**src/rtl/block_token_emitter.sv**
```systemverilog
// Serialises BEGIN/END/SPACE/RAW tokens into the ASCII stream the block checker consumes.
// Optional BLOCK_EMIT_CASE_MIX_EN alternates keyword-letter case to exercise case-insensitivity.
module block_token_emitter #(
  parameter int DEPTH_W = 8
) (
  input  logic               clk,
  input  logic               reset,
  input  logic               tok_valid,
  input  logic [1:0]         tok_kind,
  input  logic [7:0]         tok_char,
  output logic               tok_ready,
  output logic [7:0]         out_char,
  output logic               out_valid,
  output logic [DEPTH_W-1:0] depth,
  output logic               balanced,
  output logic               err
);

  typedef enum logic {S_IDLE, S_EMIT} state_e;
  typedef enum logic [1:0] {
    K_BEGIN = 2'b00,
    K_END   = 2'b01,
    K_SPACE = 2'b10,
    K_RAW   = 2'b11
  } kind_e;

  localparam logic [DEPTH_W-1:0] DEPTH_MAX = {DEPTH_W{1'b1}};
  localparam logic [7:0]         ASCII_SP  = 8'h20;

  state_e             state_q, state_d;
  logic [2:0]         idx_q, idx_d;
  kind_e              kind_q, kind_d;
  logic [7:0]         raw_q, raw_d;
  logic [DEPTH_W-1:0] depth_q, depth_d;
  logic               err_q, err_d;

  logic [7:0] base_char;
  logic [7:0] emit_char;
  logic [2:0] last_idx;
  logic       is_last;
  logic       is_kw_letter;
  logic       accept;

  // Character ROM: keyword text is indexed by idx_q; the trailing space ends every keyword.
  always_comb begin
    base_char = ASCII_SP;
    last_idx  = 3'd0;
    unique case (kind_q)
      K_BEGIN: begin
        last_idx = 3'd5;
        unique case (idx_q)
          3'd0:    base_char = 8'h62;  // b
          3'd1:    base_char = 8'h65;  // e
          3'd2:    base_char = 8'h67;  // g
          3'd3:    base_char = 8'h69;  // i
          3'd4:    base_char = 8'h6e;  // n
          default: base_char = ASCII_SP;
        endcase
      end
      K_END: begin
        last_idx = 3'd3;
        unique case (idx_q)
          3'd0:    base_char = 8'h65;  // e
          3'd1:    base_char = 8'h6e;  // n
          3'd2:    base_char = 8'h64;  // d
          default: base_char = ASCII_SP;
        endcase
      end
      K_SPACE: base_char = ASCII_SP;
      K_RAW:   base_char = raw_q;
      default: base_char = ASCII_SP;
    endcase
  end

  assign is_last      = (idx_q == last_idx);
  assign is_kw_letter = ((kind_q == K_BEGIN) || (kind_q == K_END)) && !is_last;

`ifdef BLOCK_EMIT_CASE_MIX_EN
  logic case_q, case_d;

  assign case_d    = case_q ^ (out_valid && is_kw_letter);
  assign emit_char = (is_kw_letter && case_q) ? (base_char - 8'h20) : base_char;

  always_ff @(posedge clk) begin
    if (!reset) case_q <= 1'b0;
    else        case_q <= case_d;
  end
`else
  assign emit_char = base_char;
`endif

  assign out_valid = (state_q == S_EMIT);
  assign out_char  = out_valid ? emit_char : 8'h00;
  assign tok_ready = (state_q == S_IDLE) || is_last;
  assign accept    = tok_valid && tok_ready;

  // NOTE: every always_comb output gets a default first so no path leaves a latch behind.
  always_comb begin
    state_d = state_q;
    idx_d   = idx_q;
    kind_d  = kind_q;
    raw_d   = raw_q;
    depth_d = depth_q;
    err_d   = err_q;

    if (accept) begin
      state_d = S_EMIT;
      idx_d   = 3'd0;
      kind_d  = kind_e'(tok_kind);
      raw_d   = tok_char;
      unique case (kind_e'(tok_kind))
        K_BEGIN: if (depth_q == DEPTH_MAX) err_d = 1'b1;
                 else depth_d = depth_q + 1'b1;
        K_END:   if (depth_q == '0) err_d = 1'b1;
                 else depth_d = depth_q - 1'b1;
        default: ;
      endcase
    end else if (state_q == S_EMIT) begin
      if (is_last) state_d = S_IDLE;
      else         idx_d   = idx_q + 3'd1;
    end
  end

  // NOTE: state registers use non-blocking assignments so every flop samples pre-edge values.
  always_ff @(posedge clk) begin
    if (!reset) begin
      state_q <= S_IDLE;
      idx_q   <= 3'd0;
      depth_q <= '0;
      err_q   <= 1'b0;
    end else begin
      state_q <= state_d;
      idx_q   <= idx_d;
      depth_q <= depth_d;
      err_q   <= err_d;
    end
  end

  // NOTE: token payload is only read while emitting, and loading it always precedes that, so it carries no reset.
  always_ff @(posedge clk) begin
    kind_q <= kind_d;
    raw_q  <= raw_d;
  end

  assign depth    = depth_q;
  assign err      = err_q;
  assign balanced = (depth_q == '0) && !err_q;

endmodule

```
**config.mk**
```make
export PLATFORM = sky130hd
export DESIGN_NAME = block_token_emitter
export DESIGN_NICKNAME = d
export VERILOG_FILES = /design/src/rtl/block_token_emitter.sv
export SDC_FILE = /design/constraint.sdc
export NUM_CORES = 1
export LEC_CHECK = 0
export CAP_MARGIN = 20
export CORE_MARGIN = 1.5
export CORE_UTILIZATION = 25
export DETAILED_ROUTE_END_ITERATION = 8
export GPL_ROUTABILITY_DRIVEN = 1
export PLACE_DENSITY_LB_ADDON = 0.08
export SYNTH_ARGS = -nofsm -noshare
export SYNTH_HDL_FRONTEND = slang
export SYNTH_SLANG_ARGS = --single-unit
```
**constraint.sdc**
```tcl
create_clock -name clk -period 2.7 [get_ports clk]
set_input_delay 0.81 -clock clk [delete_from_list [all_inputs] [get_ports clk]]
set_output_delay 0.81 -clock clk [all_outputs]
set_load 0.02 [all_outputs]
```
# ---- Yosys cells after proc, flatten, opt, wreduce, memory -nomap -nowiden
# Cells that the tools add are included.
dict set report classes {
  reduce_logical 13
  muxes 14
  n_eq_ne 14
  bitwise 3
  addsub 3
}
# operator n
set op_table {}
lappend op_table {{7-bit one-hot mux with 5 select lines} 1}
lappend op_table {{8-bit one-hot mux with 4 select lines} 1}
lappend op_table {{8-bit two-way mux} 3}
lappend op_table {{7-bit one-hot mux with 3 select lines} 1}
lappend op_table {{8-bit one-hot mux with 2 select lines} 1}
lappend op_table {{8-bit by 1-bit adder with 8-bit output, second input constant} 1}
lappend op_table {{8-bit == test, second input constant} 1}
lappend op_table {{8-bit zero test} 1}
lappend op_table {{2-bit != test, second input constant} 4}
lappend op_table {{4-bit AND reduction} 2}
lappend op_table {{8-bit by 1-bit subtractor with 8-bit output, second input constant} 1}
lappend op_table {{3-bit by 2-bit == test with 1-bit output, second input constant} 2}
lappend op_table {{3-bit one-hot mux with 2 select lines} 1}
lappend op_table {{1-bit two-way mux} 5}
lappend op_table {{2-bit by 1-bit == test with 1-bit output, second input constant} 2}
lappend op_table {{2-bit == test, second input constant} 2}
lappend op_table {{2-bit zero test} 2}
lappend op_table {{3-bit by 1-bit adder with 3-bit output, second input constant} 1}
lappend op_table {{3-bit by 1-bit == test with 1-bit output, second input constant} 1}
lappend op_table {{3-bit == test} 1}
lappend op_table {{3-bit == test, second input constant} 1}
lappend op_table {{3-bit zero test} 1}
lappend op_table {{1-bit NOT} 3}
lappend op_table {{1-bit logical AND} 2}
lappend op_table {{other kinds (6)} 6}
dict set report totals {
  word_cells 53
  input_bits 13
  output_inout_bits 20
  reg_bits 23
}

# ---- Logic depth before layout (Yosys ltp)
dict set report depth {
  depth_word 6
  ltp_mapped 9
  mapped_depth_nobuf 8
}

# ---- Worst setup path after synthesis
# OpenSTA, ideal clock, no wires.
dict set report synth_path {
  kind {input port to flip-flop}
  startpoint {input port tok_kind[1]}
  endpoint {register depth_q[6] (netlist: depth[6])}
  stages 8
  t_required_ps 2629
  n_path_buf 1
  slack_ps 316
  arrival_time_ps 2314
  setup_time_ps 71
  path_cell_list {nand2b_1 clkbuf_1 xnor2_1 ha_1 nor3_1 a21oi_1 or4_1 a21oi_1}
}
dict set report synth_via {
  elab_chain_len 3
  word_cells_on_any_way 7
  cone_classes {eq/ne (3); mux (1); reduce/logical (3)}
}
# item line
set synth_rtl {}
lappend synth_rtl {{start, declared} 9} ;# input logic [1:0] tok_kind,
lappend synth_rtl {{2-bit by 1-bit == test with 1-bit output / 2-bit zero test (equally long branches)} 111} ;# unique case (kind_e'(tok_kind))
lappend synth_rtl {{2-bit != test (no line) / 2-bit nonzero test (equally long branches)} n/a}
lappend synth_rtl {{4-bit AND reduction (no line)} n/a}
lappend synth_rtl {{end signal, assigned} 134} ;# depth_q <= depth_d;
lappend synth_rtl {{end, declared} 34} ;# logic [DEPTH_W-1:0] depth_q, depth_d;
# Parallel ways exist; a longest one is shown, timed or not.
# A chain may end at the register's enable or synchronous reset.

# ---- Worst setup path after layout
dict set report layout_path {
  startpoint {register kind_q[1]}
  endpoint {output port out_char[7]}
}
dict set report layout_via {
  elab_chain_len 3
  word_cells_on_any_way 6
  cone_classes {eq/ne (3); mux (2); reduce/logical (1)}
}
# item line
set layout_rtl {}
lappend layout_rtl {{start, declared} 32} ;# kind_e kind_q, kind_d;
lappend layout_rtl {{start signal, assigned} 141} ;# kind_q <= kind_d;
lappend layout_rtl {{2-bit == test (tied with other cells)} 48} ;# unique case (kind_q)
lappend layout_rtl {{8-bit one-hot mux with 4 select lines *} 48}
lappend layout_rtl {{8-bit two-way mux *} 93} ;# assign out_char = out_valid ? emit_char : 8'h00;
lappend layout_rtl {{end, declared} 12} ;# output logic [7:0] out_char,
# Mark *: on every way between the ends. The rest lies on a longest branch, timed or not.

==> results.cfg <==
[logic_synthesis]
syn_avg_cell_area_um2 = 8.67
yosys_warnings = 0
synth_cell_types = 43
synth-edff-count = 10
synth_nets = 187
synth-seq-cells = 23
yosysSeqAreaShare = 0.385
synthArstFlopShare = 0
netlist_area_mm2 = 0.00146
ys.flop_type = dfxtp_1
synth_cells = 168

[worst_setup_path]
worstSetupStartpoint = kind_q[1]
r2r-start = idx_q[1]
worstPathMaxFanout = 11
cp.buffers_inverters = 3
cp_top_family = buffers and inverters
startpoint_type = register
r2r_cells = 7
cp.arrival_ns = 1.80
r2r_slack_ns = 0.70
cp.required_ns = 1.89
crit_path_cell_trace = buf_4 -> buf_4 -> and4_1 -> clkdlybuf4s50_1
cp_slowest_cell = clkdlybuf4s50_1
timing.rr.end = depth[6]
crit_top_cell = buf_4
critical_path.endpoint_type = primary output
critPathKind = reg2out
crit_cells = 4
max_stage_delay_ns = 0.60

[global_routing]
grt_pass1_vias = 1435
antenna_found_initial = 0
grt.overflow.total = 0
grt_max_degree = 15
grt_usage = 0.135
grt_pass1_wl_um = 6730

[min_path]
hold_class = reg2reg
worstHoldStart = err
min_path_cells = 1
min_to = err

[drt]
first_iter_violations = 49
drc_errors = 0
wl_per_cell_um = 13.9
postRouteWirelength_um = 4120
final_antenna_net_count = 0
first_pass_iters = 5
post_drt_via_cell_ratio = 5.04
vias = 1496

[cts]
clock-root-buffer = clkbuf_8
cts.sinks = 23
clk_path_buf_depth = 2
clkTransAtPathRegs_ns = 0.09
numCtsBuffers = 3
insertion_delay_ns = 0.27
cts_max_level = 1
cts_tree = done
ctsHoldBuffers = 0

[run]
cap_violations = 0

[sta]
fmax_mhz = 384
tightest_slew_ns = 0.487
hold_viol_final = 0
finalSetupViolations = 0
min_period_ns = 2.61
slew_viol_final = 0
finalCritPeriodShare = 0.965
slew_headroom = 0.676
grt_setup_unrepaired = true
skew_ns = 0.00195
setup_slack_ns = 0.0948

[floorplan]
die_h_um = 79.3
ios = 33
die-area_mm2 = 0.00629
core_mm2 = 0.00557
num_rows = 27
initial_core_util = 0.261
die_w_um = 79.3

[status]
outcome = finished clean

[placement]
dpl.hpwl_um = 3130
io_buffers = 32
place_congestion = 0.822
dpl_worst_slack_ns = -0.0979
dp_cells = 290

[power_and_ir_drop]
p_leak_nw = 0.799
p_int_mw = 0.614
irDropWorstVdd_v = 0.000181
pwr-share-comb = 0.296
switchingPower_mw = 0.265
power_frac_seq = 0.450
swShare = 0.301
clock_power_share = 0.254
powerDensity_mw_per_mm2 = 413

[cells_and_area]
layout-drive-gt1-share = 0.276
final_common_cell = buf_4
ff_latch_area_um2 = 566
nets = 245
final_cell_mix = 35 x buf_4, 25 x clkdlybuf4s50_1, 17 x a21oi_1, 13 x nor2_1, 11 x dfxtp_1
fill_cells = 570
multiInputGateArea_um2 = 836
antenna_cells = 0
fin_cells = 297
areaGrowthSynthToFinish_pct = 46.1
## per-stage QoR
| stage | util | power [mW] | setup TNS, ns | instance area [um^2] | hold WS, ns |
|---|---|---|---|---|---|
| detailed placement | 0.363 | 0.656 | -0.219 | 2020 | 0.491 |
| global route | 0.382 | 0.926 | -0.0110 | 2130 | 0.552 |
| CTS | 0.379 | 0.886 | 0 | 2110 | 0.512 |
| finish | 0.382 | 0.879 | 0 | 2130 | 0.505 |
| global placement | 0.363 | 0.655 | -0.0775 | 2020 | 0.487 |
| floorplan | - | 0.540 | 0 | 1460 | 0.504 |
## synthesized netlist by cell type (2+ instances only)
library cell	count	area, um^2
or4_1	5	37.5
nor2b_1	2	12.5
ha_1	6	75.1
edfxtp_1	10	300
nor4_1	6	37.5
o21a_1	3	22.5
a211oi_1	2	15.0
a31oi_1	5	31.3
nand3b_1	2	15.0
o41ai_1	2	17.5
o31ai_1	5	37.5
nand4_1	2	12.5
buf_2	4	20.0
nand2_1	10	37.5
and4_1	2	17.5
nand3_1	3	15.0
buf_4	4	30.0
nor2_1	13	48.8
o21ai_0	4	20.0
nand2b_1	2	12.5
clkbuf_1	3	11.3
a21oi_1	18	90.1
or3_1	7	43.8
dfxtp_1	13	260
nor3_1	10	50.1
inv_1	8	30.0
## routing by layer
layer,vias up,track usage,part of all wire
met5,-,0,0
met4,0,0.0368,0.013
met1,710,0.166,0.45
met3,6,0.0172,0.034
li1,747,-,-
met2,33,0.244,0.50
## power groups by stage
| stage | Clock (mW) | Combinational (mW) | Sequential, mW |
|---|---|---|---|
| global placement | 0 | 0.247 | 0.408 |
| floorplan | 0 | 0.131 | 0.409 |
| global route | 0.244 | 0.283 | 0.399 |
| CTS | 0.232 | 0.258 | 0.396 |
| finish | 0.223 | 0.260 | 0.396 |
| detailed placement | 0 | 0.248 | 0.408 |
## logic make-up (layout without fill, tap and decap cells)
| group | after synthesis | count (layout) | share of synthesized area |
|---|---|---|---|
| multiplexers | 2 | 2 | 0.0146 |
| AND/OR/NAND/NOR | 68 | 68 | 0.261 |
| AO/OA/AOI/OAI | 46 | 46 | 0.206 |
| XOR/XNOR | 1 | 1 | 0.00601 |
| flip-flops | 23 | 23 | 0.385 |
| adder cells (fa/ha/maj) | 6 | 6 | 0.0515 |
| buffers and inverters | 22 | 79 | 0.0756 |
## flip-flops by register name, indices dropped and copies added (netlist names)
register	cells
idx_q	3
raw_q	8
depth	8
out_valid	1
kind_q	2
err	1
## how the worst max path moves through the flow
stage / endpoint / slack [ns]
detailed placement: depth[6] / -0.1
finish: out_char[7] / 0.09
floorplan: depth[6] / 0.32
CTS: out_char[1] / 0.01
global placement: depth[6] / -0.06
global route: out_char[6] / -0.01
## final cells by class
class,instances,share of cell area
clock buffers,3,0.0194
repair buffers,66,0.260
inverters,9,0.0159
clock inverters,1,0.00353
well taps,72,0.0423
flip-flops and latches,23,0.266
multi-input cells,123,0.393
## timing repair
action | 4_1_cts | 5_1_grt
endpoints found under the setup margin | 9 | 8
setup buffers | 3 | 0
resized for setup | 17 | 21
(Power assumes the default switching activity.)
